### config.mk
export PLATFORM = sky130hd
export DESIGN_NAME = ebus_diag_reader
export DESIGN_NICKNAME = d
export VERILOG_FILES = /design/src/rtl/ebus_pkg.sv /design/src/rtl/ebus_parity36.sv /design/src/rtl/ebus_diag_reader.sv
export SDC_FILE = /design/constraint.sdc
export NUM_CORES = 1
export LEC_CHECK = 0
export CORE_UTILIZATION = 40
export CTS_BUF_LIST = sky130_fd_sc_hd__clkbuf_16
export DETAILED_ROUTE_END_ITERATION = 10
export MAX_ROUTING_LAYER = met4
export PLACE_DENSITY = 0.76
export SLEW_MARGIN = 20
export SYNTH_ARGS = -nofsm -noshare
export SYNTH_HDL_FRONTEND = slang
export SYNTH_HIERARCHICAL = 1
export SYNTH_SLANG_ARGS = --single-unit
### constraint.sdc
create_clock -name clk_h -period 4 [get_ports clk_h]
set_clock_uncertainty 0.1 [all_clocks]
set_input_delay 1 -clock clk_h [delete_from_list [all_inputs] [get_ports clk_h]]
set_output_delay 1 -clock clk_h [all_outputs]
set_load 0.05 [all_outputs]
### src/rtl/ebus_pkg.sv
// ============================================================================
// Module      : ebus_pkg
// Description : Shared EBUS types and constants for the diagnostic reader.
// Revision    : 1.0 - initial release
// ============================================================================
`default_nettype none

package ebus_pkg;

    localparam int EBUS_WIDTH = 36;

    // Upper two octal digits of the 12x diagnostic read function group
    localparam logic [5:0] DIAG_FUNC_12X = 6'o12;

    typedef enum logic [2:0] {
        ST_IDLE   = 3'd0,
        ST_FUNC   = 3'd1,
        ST_SETTLE = 3'd2,
        ST_SAMPLE = 3'd3,
        ST_DONE   = 3'd4
    } state_t;

endpackage

`default_nettype wire

### src/rtl/ebus_parity36.sv
// ============================================================================
// Module      : ebus_parity36
// Description : Combinational odd-parity check over a 36-bit word plus parity.
// Revision    : 1.0 - initial release
// ============================================================================
`default_nettype none

module ebus_parity36
    import ebus_pkg::*;
(
    input  logic [0:EBUS_WIDTH-1] d,
    input  logic                  parity,
    output logic                  perr
);

    // Odd parity: the 37 bits together must carry an odd number of ones
    assign perr = ~(^d ^ parity);

endmodule

`default_nettype wire

### src/rtl/ebus_diag_reader.sv
// ============================================================================
// Module      : ebus_diag_reader
// Description : Single diagnostic EBUS read sequencer (func 12x, settle, sample).
//               Parity checking is built only when EBUS_PARITY_CHECK_EN is defined.
// Revision    : 1.0 - initial release
// ============================================================================
`default_nettype none

module ebus_diag_reader
    import ebus_pkg::*;
#(
    parameter int SETTLE_CYCLES = 4
)
(
    input  logic                  clk_h,
    input  logic                  reset_h,
    input  logic                  rd_req_h,
    input  logic [2:0]            rd_sel_h,
    output logic                  rd_busy_h,
    output logic                  rd_ack_h,
    output logic [0:EBUS_WIDTH-1] rd_data_h,
    output logic                  rd_perr_h,
    output logic                  diag_read_func_12x_h,
    output logic                  diag_04_a_h,
    output logic                  diag_05_a_h,
    output logic                  diag_06_a_h,
    input  logic [0:EBUS_WIDTH-1] ebus_d_h,
    input  logic                  ebus_parity_h
);

    generate
        if (SETTLE_CYCLES < 1 || SETTLE_CYCLES > 15) begin : g_bad_settle
            $error("ebus_diag_reader: SETTLE_CYCLES must be in 1..15");
        end
    endgenerate

    localparam logic [3:0] SETTLE_LOAD = 4'(SETTLE_CYCLES);

    state_t      state;
    state_t      state_next;
    logic [3:0]  settle_cnt;
    logic [2:0]  sel;
    logic        perr_now;
    logic        func_active;

`ifdef EBUS_PARITY_CHECK_EN
    ebus_parity36 u_parity (
        .d      (ebus_d_h),
        .parity (ebus_parity_h),
        .perr   (perr_now)
    );
`else
    logic unused_parity;
    assign unused_parity = ebus_parity_h;
    assign perr_now      = 1'b0;
`endif

    always_ff @(posedge clk_h or posedge reset_h) begin
        if (reset_h) begin
            state      <= ST_IDLE;
            settle_cnt <= 4'd0;
            sel        <= 3'd0;
            rd_data_h  <= '0;
            rd_perr_h  <= 1'b0;
        end else begin
            state <= state_next;
            if (state == ST_IDLE && rd_req_h) begin
                sel <= rd_sel_h;
            end
            if (state == ST_FUNC) begin
                settle_cnt <= SETTLE_LOAD;
            end else if (state == ST_SETTLE) begin
                settle_cnt <= settle_cnt - 4'd1;
            end
            // The bus is only looked at here; it may glitch freely otherwise
            if (state == ST_SAMPLE) begin
                rd_data_h <= ebus_d_h;
                rd_perr_h <= perr_now;
            end
        end
    end

    always_comb begin
        state_next = state;
        case (state)
            ST_IDLE:   if (rd_req_h) state_next = ST_FUNC;
            ST_FUNC:   state_next = ST_SETTLE;
            ST_SETTLE: if (settle_cnt == 4'd1) state_next = ST_SAMPLE;
            ST_SAMPLE: state_next = ST_DONE;
            ST_DONE:   state_next = ST_IDLE;
            default:   state_next = ST_IDLE;
        endcase
    end

    always_comb begin
        func_active          = 1'b0;
        rd_busy_h            = 1'b0;
        rd_ack_h             = 1'b0;
        diag_read_func_12x_h = 1'b0;
        diag_04_a_h          = 1'b0;
        diag_05_a_h          = 1'b0;
        diag_06_a_h          = 1'b0;
        func_active = (state == ST_FUNC) || (state == ST_SETTLE) || (state == ST_SAMPLE);
        rd_busy_h   = (state != ST_IDLE);
        rd_ack_h    = (state == ST_DONE);
        if (func_active) begin
            diag_read_func_12x_h = 1'b1;
            diag_04_a_h          = sel[2];
            diag_05_a_h          = sel[1];
            diag_06_a_h          = sel[0];
        end
    end

endmodule

`default_nettype wire

==> impl_metrics.env <==
export IMPL_die_x_microns=74.1
export IMPL_worstSetupEndpointType="output port"
export IMPL_antenna_found_initial=0
export IMPL_post_dp_hpwl_mm=2.98
export IMPL_synth_async_reset_ratio_pct=100
export IMPL_ys_warn_count=6
export IMPL_synth_cells=137
export IMPL_rsz0062_at_grt="false"
export IMPL_avgSynthCellArea_sq_um=15.2
export IMPL_pin_count=86
export IMPL_ys_seq_area_share_pct=55.3
export IMPL_fin_crit_sh_pct=80.2
export IMPL_status="completed"
export IMPL_cts_setup_buffers=0
export IMPL_synth_area_sq_mm=0.00208
export IMPL_slew_headroom_pct=36.9
export IMPL_vias=1323
export IMPL_max_cap_violations=0
export IMPL_grt_max_degree=38
export IMPL_htree_levels=2
export IMPL_synth_nets=182
export IMPL_period_minus_slack_ns=3.21
export IMPL_worstMarginPinSlew_ns=0.941
export IMPL_io_buffers=83
export IMPL_setup_ws_ns=0.793
export IMPL_area_growth_pct=47.2
export IMPL_whs_ns=0.402
export IMPL_antenna_cells=0
export IMPL_cts_tree="built"
export IMPL_ant_nets=0
export IMPL_drt_first_iter_violations=44
export IMPL_row_count=25
export IMPL_place_ws_ns=1.08
export IMPL_first_pass_iters=4
export IMPL_stdcell_area_sq_mm=0.00306
export IMPL_cts_hold_fix_buffers=0
export IMPL_initial_core_util_pct=42.9
export IMPL_cts_sinks=46
export IMPL_numCtsBuffers=5
export IMPL_clock_latency_ns=0.28
export IMPL_fin_tns_setup_ns=0
export IMPL_n_fill_cell=380
export IMPL_core_area_sq_mm=0.00485
export IMPL_dpl_instance_area_sq_mm=0.00290
export IMPL_die_area_sq_mm=0.00549
export IMPL_remaining_drc_errors=0
export IMPL_setup_viol=0
export IMPL_dr_wl_met3_microns=330
export IMPL_crit_type="flop to output port"
export IMPL_multi_input_area_sq_um=808
export IMPL_report_final_slew_viol_count=0
export IMPL_met1_length_mm=1.78
export IMPL_cts_resized=0
export IMPL_fmax_ghz=0.312
export IMPL_drt_vias_per_instance=4.61
export IMPL_root_buffer="clkbuf_16"
export IMPL_finalHoldViolCount=0
export IMPL_drt_wl_total_mm=4.25
export IMPL_grtUsageTotal_pct=17.6
export IMPL_drive_above_1_share_pct=22.7
export IMPL_met2WireLength_mm=2.06
export IMPL_synth_top_area_cell="dfrtp_1"
export IMPL_clk_path_buf_depth=2
export IMPL_overflow=0
export IMPL_cp_start_kind="flop"
export IMPL_synthTopCellsByArea="dfrtp_1 55%, mux2_4 21%, mux2_2 5.4%"
export IMPL_yosysTopAreaCellShare_pct=55.3
export IMPL_nets=265
export IMPL_grt_pass1_vias=1359
export IMPL_wire_per_inst_microns=14.8
export IMPL_globalplace_congestion=0.778
export IMPL_cp_arrival_ns=2.11
export IMPL_clkSlewWorstSetupHoldPaths_ns=0.06
export IMPL_die_y_microns=74.1
export IMPL_cp_max_fo=13
export IMPL_grt_pass1_wl_mm=6.67
export IMPL_ys_seq_elements=46
export IMPL_highest_layer="met4"
export IMPL_cp_required_ns=2.90
export IMPL_synth_edf_count=0
export IMPL_hp_class="flop to flop"
export IMPL_synth_ff_type="dfrtp_1"
export IMPL_register_area_sq_mm=0.00115
export IMPL_ys_types=30
-- layout make-up --
| cell class | count | share of cell area [%] |
|---|---|---|
| flip-flops and latches | 46 | 37.6 |
| repair buffers | 84 | 27.4 |
| multi-input cells | 77 | 26.4 |
| clock buffers | 5 | 4.08 |
| well taps | 67 | 2.74 |
| clock inverters | 2 | 1.10 |
| inverters | 6 | 0.735 |
-- synth_stat cells (2+ instances only) --
cell     count
mux2_2      10
and2_1       4
buf_12       3
o21ai_0      4
ha_1         2
nor2_1       5
dfrtp_1     46
nor3_1       3
buf_6        2
nor3b_1      2
a21oi_1      4
inv_1        6
mux2_4      29
-- per-layer routing --
layer / vias to the layer above / global-route usage [%]
li1: 628 / -
met1: 635 / 21.0
met2: 55 / 25.7
met3: 5 / 7.32
met4: 0 / 8.33
met5: - / -
-- path summary, 6_finish.rpt --
| path | start | to | slack, ns | depth (start not counted) |
|---|---|---|---|---|
| worst max-delay path | state[0] | diag_04_a_h | 0.79 | 4 |
| worst min-delay path | rd_data_h[20] | rd_data_h[20] | 0.40 | 1 |
| worst max register to register | state[0] | rd_data_h[16] | 2.15 | 3 |
| worst min register to register | rd_data_h[20] | rd_data_h[20] | 0.40 | 1 |
| max in group asynchronous | reset_h | rd_data_h[15] | 2.04 | 3 |
| min in group asynchronous | reset_h | rd_data_h[4] | 1.01 | 2 |
-- placed cells by master (no fill, tap or decap), drive strengths merged --
master,count
o2bb2ai,1
or3,1
a31oi,1
clkdlybuf4s50,83
o21bai,1
nor3b,2
and2,5
dfrtp,46
ha,2
conb,1
clkinv,2
nor2b,1
o22a,1
a21oi,4
clkbuf,5
nor3,3
nor4b,1
mux2,39
nor4bb,1
bufinv,1
a22oi,1
inv,5
nor2,6
o21ai,4
nand2b,1
buf,1
xnor2,1
-- sequential cells by signal (all words and copies together), names as in the netlist --
register and count:
rd_data_h 36, sel 3, settle_cnt 4, state 3
-- critical path, stage by stage (launching register included) --
cell and delay [ns]:
dfrtp_1 0.57, nor2_1 0.11, nor2_1 0.18, and2_1 0.16, clkdlybuf4s50_1 0.80
-- logic make-up after synthesis --
logic type / count (synthesis) / share of synthesized area (%)
AND/OR/NAND/NOR: 21 / 6.91
AO/OA/AOI/OAI: 13 / 3.79
multiplexers: 39 / 26.3
other: 1 / 0.180
XOR/XNOR: 1 / 0.421
buffers and inverters: 14 / 5.83
flip-flops: 46 / 55.3
adder cells (fa/ha/maj): 2 / 1.20
-- per-stage QoR --
step                util [%]  cells
floorplan                  -    137
global placement        59.9    280
detailed placement      59.9    280
CTS                     63.2    287
global route            63.2    287
finish                  63.2    287
Power is not shown: default switching activity piles up to over one toggle a cycle in this logic, so the estimate is an artifact.
